<file path="src/rtl/grid_scan_ctrl_if.sv">
// grid_scan_ctrl_if
//   Bundles the reader/game-FSM side signals of grid_scan_ctrl.
//   Inputs to the controller (driven by the master):
//     i_req        single-cycle capture request from the game FSM
//     i_H_Counter  VGA horizontal counter
//     i_V_Counter  VGA vertical counter
//     i_scan_done  reader done (level)
//     i_grid       reader result, 8x8 blocks x 4 bits, valid with i_scan_done
//   Outputs from the controller (driven by the slave):
//     o_scan_start one-cycle start pulse to the reader
//     o_busy       controller not idle
//     o_valid      one-cycle pulse, o_grid holds a new stable grid
//     o_timeout    one-cycle pulse, request failed
//     o_grid       last accepted stable grid
//     o_scan_cnt   captures performed for the current or last request
interface grid_scan_ctrl_if #(
    parameter int unsigned CNT_W = 13
);
    logic             i_req;
    logic [CNT_W-1:0] i_H_Counter;
    logic [CNT_W-1:0] i_V_Counter;
    logic             i_scan_done;
    logic [255:0]     i_grid;
    logic             o_scan_start;
    logic             o_busy;
    logic             o_valid;
    logic             o_timeout;
    logic [255:0]     o_grid;
    logic [7:0]       o_scan_cnt;

    modport master (
        output i_req, i_H_Counter, i_V_Counter, i_scan_done, i_grid,
        input  o_scan_start, o_busy, o_valid, o_timeout, o_grid, o_scan_cnt
    );

    modport slave (
        input  i_req, i_H_Counter, i_V_Counter, i_scan_done, i_grid,
        output o_scan_start, o_busy, o_valid, o_timeout, o_grid, o_scan_cnt
    );
endinterface

</file>
<file path="src/rtl/grid_scan_ctrl.sv">
// grid_scan_ctrl
//   Sequences the 8x8 grey-block averaging reader: on a request it arms the
//   reader at each frame boundary, collects one 256-bit grid per frame and
//   accepts a grid once STABLE_FRAMES consecutive captures are identical.
//   Gives up after MAX_SCANS captures or when the reader does not finish
//   within WDOG_CYCLES cycles.
// Ports:
//   i_Clk    system clock (VGA pixel clock domain)
//   i_rst_n  asynchronous active-low reset
//   bus      grid_scan_ctrl_if.slave (request, VGA counters, reader
//            handshake, result outputs)
// Build option:
//   GRID_SCAN_CONTINUOUS_EN  when defined, scanning repeats forever after the
//   first request and o_valid pulses only when the accepted grid changes.
module grid_scan_ctrl #(
    parameter int unsigned STABLE_FRAMES = 3,
    parameter int unsigned MAX_SCANS     = 16,
    parameter int unsigned WDOG_CYCLES   = 1200000,
    parameter int unsigned CNT_W         = 13
) (
    input logic            i_Clk,
    input logic            i_rst_n,
    grid_scan_ctrl_if.slave bus
);

    localparam int unsigned WDOG_W = (WDOG_CYCLES > 1) ? $clog2(WDOG_CYCLES) : 1;
    localparam logic [WDOG_W-1:0] WDOG_LAST = WDOG_W'(WDOG_CYCLES - 1);

    localparam logic [2:0] S_IDLE    = 3'd0;
    localparam logic [2:0] S_WAIT_FB = 3'd1;
    localparam logic [2:0] S_START   = 3'd2;
    localparam logic [2:0] S_SCAN    = 3'd3;
    localparam logic [2:0] S_COMPARE = 3'd4;
    localparam logic [2:0] S_DONE    = 3'd5;
    localparam logic [2:0] S_FAIL    = 3'd6;

    logic [2:0]        state_q,     state_d;
    logic [7:0]        scan_cnt_q,  scan_cnt_d;
    logic [3:0]        match_cnt_q, match_cnt_d;
    logic [WDOG_W-1:0] wdog_q,      wdog_d;
    logic [255:0]      cur_grid_q,  cur_grid_d;
    logic [255:0]      prev_grid_q, prev_grid_d;
    logic [255:0]      grid_q,      grid_d;
    logic              valid_q,     valid_d;

    logic              fb;
    logic [3:0]        new_match;

    assign fb = (bus.i_V_Counter == CNT_W'(0)) && (bus.i_H_Counter == CNT_W'(0));

    always_comb begin
        state_d     = state_q;
        scan_cnt_d  = scan_cnt_q;
        match_cnt_d = match_cnt_q;
        wdog_d      = wdog_q;
        cur_grid_d  = cur_grid_q;
        prev_grid_d = prev_grid_q;
        grid_d      = grid_q;
        valid_d     = 1'b0;
        new_match   = 4'd1;

        case (state_q)
            S_IDLE: begin
                if (bus.i_req) begin
                    state_d     = S_WAIT_FB;
                    scan_cnt_d  = '0;
                    match_cnt_d = '0;
                end
            end
            S_WAIT_FB: begin
                if (fb) state_d = S_START;
            end
            S_START: begin
                scan_cnt_d = scan_cnt_q + 8'd1;
                wdog_d     = '0;
                state_d    = S_SCAN;
            end
            S_SCAN: begin
                // done takes priority over a simultaneous watchdog expiry
                if (bus.i_scan_done) begin
                    cur_grid_d = bus.i_grid;
                    state_d    = S_COMPARE;
                end else if (wdog_q == WDOG_LAST) begin
                    state_d = S_FAIL;
                end else begin
                    wdog_d = wdog_q + 1'b1;
                end
            end
            S_COMPARE: begin
                if (scan_cnt_q == 8'd1 || cur_grid_q != prev_grid_q)
                    new_match = 4'd1;
                else if (match_cnt_q == 4'd15)
                    new_match = 4'd15;
                else
                    new_match = match_cnt_q + 4'd1;
                match_cnt_d = new_match;
                prev_grid_d = cur_grid_q;
                // o_grid/o_valid are loaded here so they appear together in DONE
                if (new_match == 4'(STABLE_FRAMES)) begin
                    state_d = S_DONE;
                    grid_d  = cur_grid_q;
`ifdef GRID_SCAN_CONTINUOUS_EN
                    valid_d = (cur_grid_q != grid_q);
`else
                    valid_d = 1'b1;
`endif
                end else if (scan_cnt_q == 8'(MAX_SCANS)) begin
                    state_d = S_FAIL;
                end else begin
                    state_d = S_WAIT_FB;
                end
            end
            S_DONE, S_FAIL: begin
`ifdef GRID_SCAN_CONTINUOUS_EN
                state_d     = S_WAIT_FB;
                scan_cnt_d  = '0;
                match_cnt_d = '0;
`else
                state_d = S_IDLE;
`endif
            end
            default: state_d = S_IDLE;
        endcase
    end

    always_ff @(posedge i_Clk or negedge i_rst_n) begin
        if (!i_rst_n) begin
            state_q     <= S_IDLE;
            scan_cnt_q  <= '0;
            match_cnt_q <= '0;
            wdog_q      <= '0;
            cur_grid_q  <= '0;
            prev_grid_q <= '0;
            grid_q      <= '0;
            valid_q     <= 1'b0;
        end else begin
            state_q     <= state_d;
            scan_cnt_q  <= scan_cnt_d;
            match_cnt_q <= match_cnt_d;
            wdog_q      <= wdog_d;
            cur_grid_q  <= cur_grid_d;
            prev_grid_q <= prev_grid_d;
            grid_q      <= grid_d;
            valid_q     <= valid_d;
        end
    end

    assign bus.o_scan_start = (state_q == S_START);
    assign bus.o_busy       = (state_q != S_IDLE);
    assign bus.o_valid      = valid_q;
    assign bus.o_timeout    = (state_q == S_FAIL);
    assign bus.o_grid       = grid_q;
    assign bus.o_scan_cnt   = scan_cnt_q;

endmodule

</file>
<file path="src/flat_wrapper.sv">
// flat-port wrapper written by rule: the top's interface ports become plain ports
module grid_scan_ctrl_flat 
#(
    parameter int unsigned STABLE_FRAMES = 3,
    parameter int unsigned MAX_SCANS     = 16,
    parameter int unsigned WDOG_CYCLES   = 1200000,
    parameter int unsigned CNT_W         = 13
)
  (i_Clk, i_rst_n, bus_i_req, bus_i_H_Counter, bus_i_V_Counter, bus_i_scan_done, bus_i_grid, bus_o_scan_start, bus_o_busy, bus_o_valid, bus_o_timeout, bus_o_grid, bus_o_scan_cnt);
  grid_scan_ctrl_if #(.CNT_W(CNT_W)) bus_i ();
  input logic i_Clk;
  input logic i_rst_n;
  input wire logic [$bits(bus_i.i_req)-1:0] bus_i_req;
  input wire logic [$bits(bus_i.i_H_Counter)-1:0] bus_i_H_Counter;
  input wire logic [$bits(bus_i.i_V_Counter)-1:0] bus_i_V_Counter;
  input wire logic [$bits(bus_i.i_scan_done)-1:0] bus_i_scan_done;
  input wire logic [$bits(bus_i.i_grid)-1:0] bus_i_grid;
  output wire logic [$bits(bus_i.o_scan_start)-1:0] bus_o_scan_start;
  output wire logic [$bits(bus_i.o_busy)-1:0] bus_o_busy;
  output wire logic [$bits(bus_i.o_valid)-1:0] bus_o_valid;
  output wire logic [$bits(bus_i.o_timeout)-1:0] bus_o_timeout;
  output wire logic [$bits(bus_i.o_grid)-1:0] bus_o_grid;
  output wire logic [$bits(bus_i.o_scan_cnt)-1:0] bus_o_scan_cnt;
  assign bus_i.i_req = bus_i_req;
  assign bus_i.i_H_Counter = bus_i_H_Counter;
  assign bus_i.i_V_Counter = bus_i_V_Counter;
  assign bus_i.i_scan_done = bus_i_scan_done;
  assign bus_i.i_grid = bus_i_grid;
  assign bus_o_scan_start = bus_i.o_scan_start;
  assign bus_o_busy = bus_i.o_busy;
  assign bus_o_valid = bus_i.o_valid;
  assign bus_o_timeout = bus_i.o_timeout;
  assign bus_o_grid = bus_i.o_grid;
  assign bus_o_scan_cnt = bus_i.o_scan_cnt;
  grid_scan_ctrl #(.STABLE_FRAMES(STABLE_FRAMES), .MAX_SCANS(MAX_SCANS), .WDOG_CYCLES(WDOG_CYCLES), .CNT_W(CNT_W)) u_core (.i_Clk(i_Clk), .i_rst_n(i_rst_n), .bus(bus_i));
endmodule
</file>
<file path="config.mk">
export PLATFORM = sky130hd
export DESIGN_NAME = grid_scan_ctrl_flat
export DESIGN_NICKNAME = d
export VERILOG_FILES = /design/src/rtl/grid_scan_ctrl_if.sv /design/src/rtl/grid_scan_ctrl.sv /design/src/flat_wrapper.sv
export SDC_FILE = /design/constraint.sdc
export NUM_CORES = 1
export LEC_CHECK = 0
export CAP_MARGIN = 20
export CORE_ASPECT_RATIO = 1.1
export CORE_MARGIN = 2
export CORE_UTILIZATION = 50
export CTS_BUF_LIST = sky130_fd_sc_hd__clkbuf_4 sky130_fd_sc_hd__clkbuf_8
export CTS_CLUSTER_DIAMETER = 200
export DETAILED_ROUTE_END_ITERATION = 12
export PLACE_DENSITY = 0.8
export SLEW_MARGIN = 40
export SYNTH_ARGS = -nofsm -noshare
export SYNTH_HDL_FRONTEND = slang
export SYNTH_SLANG_ARGS = --single-unit
export TNS_END_PERCENT = 20
</file>
<file path="constraint.sdc">
create_clock -name i_Clk -period 2.49 [get_ports i_Clk]
set_input_delay 0.498 -clock i_Clk [delete_from_list [all_inputs] [get_ports i_Clk]]
set_output_delay 0.498 -clock i_Clk [all_outputs]
set_load 0.01 [all_outputs]
</file>
==> summary.md <==
| Metric | Value |
|---|---|
| Flop pwr share | `0.381` |
| DRC viols | `0` |
| Antenna violations before repair | `23` |
| Clock root cell | `clkbuf_8` |
| Final setup fails | `264` |
| Worst setup path class | `reg2reg` |
| Clk_skew | `36.3 ps` |
| Syn nets | `3,044` |
| Post-synth EDFFs | `0` |
| Synth Area in Adders | `0.00182` |
| Post-layout power | `around 0.054 W` |
| Worst R2R Path Depth | `11` |
| # Max-Cap Violations | `0` |
| Yosys cell types | `51` |
| Final Worst Setup Slack | `-816 ps` |
| Clk sinks | `about 810` |
| CTS tree | `done` |
| Combinational Power Share | `0.384` |
| Largest net degree at the start of global routing | `150` |
| Worst setup EP type | `flop` |
| Core area | `around 0.068 sq mm` |
| Setup crit start | `u_core.prev_grid_q[54]` |
| Vias per std cell | `between 5 and 6` |
| Post-DP Area | `0.0444 sq mm` |
| Die Ht | `279 um` |
| Yosys reg bits | `805` |
| Simple-Gate Fraction of Synth Area | `0.114` |
| RSZ-0062 raised after global routing | `true` |
| WP data required | `~3100 ps` |
| Synthesized cell area | `0.0344 sq mm` |
| Clock-pin slew of the registers on the worst-case setup and hold paths | `60 ps` |
| VDD IR-drop max | `540 uV` |
| GRT Overall Usage | `0.315` |
| Main combinational cell family by area after synthesis | `multiplexers` |
| Static leakage | `22.7 nW` |
| Ys flop type | `dfrtp_1` |
| Maximum clock rate | `302 MHz` |
| PwrDens | `between 1000 and 1500 mW/mm^2` |
| Worst Path Max Fanout | `8` |
| RR Startpoint | `u_core.prev_grid_q[54]` |
| Internal power | `0.0353 W` |
| Hold violation total from the final report | `0` |
| Cells after synthesis | `2,753` |
| Routed WL | `111,000 um` |
| Die X | `254 um` |
| H-tree Lvls | `4` |
| Final Critical Period | `3310 ps` |
| Area Growth Syn to Fin | `39.3%` |
| Crit path to | `u_core.bus.o_grid[232]` |
| Status | `finished with violations` |
| Mux contribution to synthesized area | `0.190` |
| Hold crit path type | `in2async` |
| Post-DP HPWL | `slightly above 80,000 um` |
| Register area share after synthesis | `0.586` |
| Area of the multi-input gates | `0.0134 sq mm` |
| Fill cells | `4,480` |
| Die area | `0.0708 sq mm` |
| Syn avg cell area | `12.5 sq um` |
| Number of buffers inserted by port buffering | `553` |
| Psw | `approximately 0.019 W` |
| Final #Nets | `4,108` |
| Layout cells sized above 1 | `0.322` |
| Row cnt | `100` |
| Drt wl/cell | `22.8 um` |
| I/O pins | `roughly 550` |
| Sw frac | `0.348` |
| Initial Utilization | `0.507` |
| Longest Clk Path Bufs | `3` |
| Arrival time at the worst endpoint | `3960 ps` |
| Via Count | `25,400` |
| Gpl congestion | `0.920` |
| Worst rel slew slack | `0.374` |
| Power share of the clock group | `0.235` |
| Post-route cell area | `0.0479 sq mm` |
| TritonCTS buffer count | `about 130` |
| Reg-to-reg setup timing slack | `-820 ps` |
| Worst setup SP type | `flop` |
| Fin crit share | `1.33` |
| Yosys warns | `0` |
| Synth Area in Compound Gates | `0.0165` |
| Ys async rst share | `1.00` |
| Clk_lat worst skew | `780 ps` |
| Failing checks | `negative setup slack` |
| Xor and xnor fraction of the mapped netlist area | `0.0630` |
| First-pass GRT wire length | `164,000 um` |
| GRT overflow | `0` |
| Vias in the first global route | `26,800` |
| Register area | `roughly 0.02 sq mm` |
| Least-Margin Pin Slew | `approximately 940 ps` |
| First-pass DRT Iterations | `5` |
| First DRT Iteration DRCs | `1,846` |
| Max-slew violations | `0` |
| Reg-to-reg critical path endpoint | `u_core.bus.o_grid[232]` |
| Antenna-violating nets left | `0` |
## flip-flops by register name, summed over array words and instances (netlist names)
name                   cells
u_core.wdog_q             21
u_core.bus.o_scan_cnt      8
u_core.prev_grid_q       256
u_core.state_q             3
u_core.match_cnt_q         4
u_core.bus.o_valid         1
u_core.bus.o_grid        256
u_core.cur_grid_q        256
## cell usage in the layout (no fill, tap or decap), types with 4 or more instances in the layout
master,Yosys,final
buf_6,5,5
a31oi_1,6,5
inv_1,38,38
nand3_1,26,25
clkbuf_4,0,40
buf_12,22,51
nand4_1,61,61
and2_1,5,4
dfrtp_1,805,802
o21ai_0,39,39
mux2_4,200,227
diode_2,0,20
or3_1,7,7
and3_1,5,5
xor2_1,52,52
a22o_1,5,5
o22ai_1,10,10
a21oi_1,8,8
mux2_2,308,284
nor2_1,32,32
clkbuf_8,0,177
clkdlybuf4s50_1,0,549
nor4_1,32,29
xnor2_1,195,192
ha_1,5,5
clkinvlp_4,0,4
buf_4,2,432
nor3_1,6,5
clkinv_2,0,10
nand2_1,747,745
## cell type report
type / count / share of cell area
Antenna cell: 20 / 0.00105
Clock buffer: 217 / 0.0572
Clock inverter: 20 / 0.00424
Inverter: 39 / 0.00309
Multi-Input combinational cell: 1790 / 0.281
Sequential cell: 805 / 0.421
Tap cell: 918 / 0.0240
Timing Repair Buffer: 1047 / 0.209
## power groups by stage
stage / clock network, W / registers [W] / logic [W]
6_report: 0.0127 / 0.0206 / 0.0208
5_1_grt: 0.0135 / 0.0210 / 0.0222
4_1_cts: 0.0128 / 0.0205 / 0.0208
3_5_place_dp: 0 / 0.0207 / 0.0204
3_3_place_gp: 0 / 0.0204 / 0.0201
2_1_floorplan: 0 / 0.0205 / 0.00831
## Yosys cell counts (4+ instances only)
library cell,number,share of area
nor4_1,32,0.0058
buf_12,22,0.013
xnor2_1,195,0.050
o21ai_0,39,0.0057
xor2_1,52,0.013
clkbuf_1,89,0.0097
mux2_1,4,0.0013
o22ai_1,10,0.0018
a31oi_1,6,0.0011
buf_6,5,0.0016
dfrtp_1,805,0.59
nand2_1,747,0.082
or3_1,7,0.0013
mux2_2,308,0.10
nand4_1,61,0.011
a22o_1,5,0.0013
mux2_4,200,0.087
and3_1,5,0.00091
ha_1,5,0.0018
nor2_1,32,0.0035
nor3_1,6,0.00087
inv_1,38,0.0042
nand3_1,26,0.0038
a21oi_1,8,0.0012
and2_1,5,0.00091
## worst min path at each step
| stage | slack [ps] | to |
|---|---|---|
| 2_1_floorplan | 200 | u_core.bus.o_grid[0] |
| 3_3_place_gp | 450 | u_core.bus.o_grid[72] |
| 3_5_place_dp | 460 | u_core.prev_grid_q[60] |
| 4_1_cts | 200 | u_core.bus.o_grid[72] |
| 5_1_grt | 220 | u_core.bus.o_grid[72] |
| 6_report | 250 | u_core.bus.o_grid[72] |
## routing by layer
layer,global-route usage,part of all wire
met5,0,0.00050
met4,0.163,0.052
met3,0.0623,0.060
met2,0.512,0.49
met1,0.399,0.40
## through the flow
step / setup slack [ps] / utilization / TNS (ps) / hold WS, ps / cells
after detailed placement: -1310 / 0.655 / -317430 / 458 / 4579
final: -816 / 0.706 / -191860 / 245 / 4856
after global routing: -846 / 0.706 / -199660 / 222 / 4855
after floorplan: -54.0 / - / -12140 / 202 / 2753
after CTS: -898 / 0.702 / -211980 / 199 / 4825
after global placement: -1290 / 0.655 / -312760 / 447 / 4579
## cell families (layout without fill, tap and decap cells)
group	after synthesis	count (layout)
AND/OR/NAND/NOR	936	936
flip-flops	805	805
multiplexers	512	512
XOR/XNOR	247	247
buffers and inverters	158	1323
AO/OA/AOI/OAI	90	90
adder cells (fa/ha/maj)	5	5
other	0	20
## repair_timing
item,in CTS,in global routing
setup endpoints to repair,267,264
pin swaps,4,0
gates resized for setup,48,8
endpoints found under the hold margin,53,0
cloned,0,3
hold buffers,1,0
setup buffers,8,8
## critical path, stage by stage, from the launching register on
cell and delay, ps:
dfrtp_2 440, xnor2_4 250, buf_4 170, nand4_1 360, nor4_4 370, nand4_1 200, nor4_4 270, and4_4 360
buf_4 170, clkbuf_16 160, buf_4 130, mux2_4 300
Power figures use the tool's default switching activity.
==> RTL edit (same flow settings) <==
Reset style: synchronous (`i_rst_n`), changed in one clocked block. Comments in the files are not updated.
--- a/src/rtl/grid_scan_ctrl.sv
+++ b/src/rtl/grid_scan_ctrl.sv
@@ -123,7 +123,7 @@
         endcase
     end
 
-    always_ff @(posedge i_Clk or negedge i_rst_n) begin
+    always_ff @(posedge i_Clk) begin
         if (!i_rst_n) begin
             state_q     <= S_IDLE;
             scan_cnt_q  <= '0;
Check against the original RTL: differs if i_rst_n is asserted again (counterexample within 4 cycles, from zero or initial values and one cycle with i_rst_n low); with i_rst_n held inactive, the same outputs for 4 cycles.
==> RTL edit against the original RTL <==
The flow still finishes with violations (negative setup slack); clock skew fell by 0.0045 ns; die area down 5.7%; first-iteration DRC count increased by 74%; cell area decreased by 7.3%; sequential cell count unchanged; maximum frequency up 9.4%; via count up 21%; wire length rose by 7.3%; highest routed layer unchanged; setup slack gained 0.28 ns; synthesized area down 5.8%; count of clock-buffer cells in the layout shrank 15.
Power is not compared: it rests on default switching activity, and its combinational part moved more than twofold at a synthesized area within 25%.
==> RTL edit: results (changes against the original RTL) <==
GRT_ANTENNA_BEFORE_REPAIR=7  # was 23
FINAL_CRITICAL_PATH_SETUP_SLACK_NS=-0.532  # was -0.816 ns
FILLER_CELLS_INSERTED=4868  # was 4480
STATUS='finished with violations'  # unchanged
CP_SLOWEST_STAGE_DELAY_NS=0.43
DETAILED_PLACE.AREA_MM2=0.0412  # was 0.0444 mm²
SYNTH.MUX.AREA_FRACTION_PCT=7.92  # was 19.0%
NETLIST_TOP_CELLS_AREA='dfxtp_1 (50%), nand2_1 (18%), a21oi_1 (8.1%), mux2i_1 (7.9%), xnor2_1 (5.8%)'  # was dfrtp_1 (59%), mux2_2 (10%), mux2_4 (8.7%), nand2_1 (8.2%), xnor2_1 (5.0%)
CRITICAL_PATH_S_SLOWEST_CELL='nor4_1'  # was dfrtp_2
FINAL_AREA_MM2=0.0444  # was 0.0479 mm²
CLOCK_INSERTION_DELAY_WORST_SKEW_NS=0.76  # was 0.78 ns
LAYOUT_CELL_SHARE_WITH_DRIVE_STRENGTH_BEYOND_1_PCT=14.1  # was 32.2%
CTS_MADE_BUFFERS=120  # was 134
VIAS=30900  # was 25400
NNETSFINAL=5047  # was 4108
SYNTH-XOR-AREA-SHARE_PCT=7.28  # was 6.30%
GR-USAGE-ALL-LAYERS_PCT=34.1  # was 31.5%
SYNTHESIS.NETS=4209  # was 3044
WL_MM=119  # was 111 mm
SYNTH_WARNINGS=0  # unchanged
DRT_FIRST_PASS_ITERS=6  # was 5
HOLDCRITPATHCLASS='input port to register'  # was input port to asynchronous set/reset pin
FINALSETUPVIOLATIONS=264  # unchanged
HTREE_LEVELS=3  # was 4
SYNTHESIS.INSTANCES=3918  # was 2753
CTS-RESIZED-GATES=43  # was 48
MAXCAPVIOLATIONS=0  # unchanged
POSTSYNTH.ASYNCRESETSHARE_PCT=0  # was 100%
SW_FRAC_OF_TOTAL_PCT=23.2
WORST_CLOCK_SKEW_NS=0.0319  # was 0.0363 ns
YOSYS-TOP-CELLS-COUNT='nand2_1 (1561), dfxtp_1 (805), a21oi_1 (524)'  # was dfrtp_1 (805), nand2_1 (747), mux2_2 (308)
GRT_PASS1_WL_MM=174  # was 164 mm
ROUTABILITYCONGESTION=0.929  # was 0.920
FAILED_CHECKS='negative setup slack'  # unchanged
POST-PLACE-CELLS=5461  # was 4579
NUMBER_OF_GLOBAL_ROUTE_VIAS_BEFORE_REPAIR=29500  # was 26800
DPL.HPWL_MM=85.9  # was 80.6 mm
SYNTHADDERAREAFRAC_PCT=0.193  # was 0.182%
WORST-PATH-MAX-FANOUT=6  # was 8
DP_WORST_SETUP_SLACK_NS=-0.696  # was -1.31 ns
SETUP_TOTAL_NEGATIVE_SLACK_NS=-106.17  # was -191.86 ns
POST_DRT_VIA_CELL_RATIO=5.42  # was 5.24
SEQUENTIAL_TO_TOTAL_AREA_SHARE_FROM_YOSYS_STAT_PCT=49.8  # was 58.6%
SYNTH_COMPOUND_AREA_SHARE_PCT=8.93  # was 1.65%
FIN_HOLD_WS_NS=0.116  # was 0.245 ns
TIGHTEST_SLEW_NS=0.776  # was 0.939 ns
GRT_MAX_DEGREE=155  # was 150
RTL edit: path summary, 6_finish.rpt:
check / end / startpoint / depth (start not counted)
setup / recovery: u_core.bus.o_grid[253] / u_core.cur_grid_q[247] / 10
hold / removal: u_core.bus.o_grid[33] / i_rst_n / 3
hold reg to reg: u_core.bus.o_grid[23] / u_core.bus.o_grid[23] / 2
setup reg to reg: u_core.bus.o_grid[253] / u_core.cur_grid_q[247] / 10
RTL edit: area by class of cell:
| class | instances | share of cell area (%) |
|---|---|---|
| Tap cell | 841 | 2.37 |
| Sequential cell | 805 | 36.3 |
| Inverter | 15 | 0.144 |
| Multi-Input combinational cell | 2835 | 33.8 |
| Timing Repair Buffer | 979 | 21.3 |
| Clock inverter | 13 | 0.347 |
| Clock buffer | 202 | 5.59 |
| Antenna cell | 5 | 0.0282 |
RTL edit: logic make-up (layout without fill, tap and decap cells):
family | after synthesis | after routing
xor gates and xnor gates | 269 | 269
muxes | 256 | 256
AOI/OAI and AO/OA | 560 | 560
buffers and inverters | 278 | 1209
other | 0 | 5
DFF | 805 | 805
adders and majority gates | 5 | 5
and+or+nand+nor | 1745 | 1745
RTL edit: power groups by stage:
stage	sequential, mW	clock [mW]	combinational (mW)
2_1_floorplan	13.2	0	0.510
3_3_place_gp	13.2	0	1.42
3_5_place_dp	13.2	0	1.43
4_1_cts	13.0	11.7	1.48
5_1_grt	13.0	12.3	1.59
6_report	13.0	11.7	1.52
RTL edit: layer usage:
| layer | track usage [%] | vias to the layer above | routed length, µm |
|---|---|---|---|
| met1 | 43.8 | 14700 | 47900 |
| met3 | 6.10 | 306 | 9600 |
| met2 | 55.2 | 1453 | 55200 |
| li1 | - | 14500 | - |
| met5 | 0 | - | 28 |
| met4 | 16.6 | 4 | 6310 |
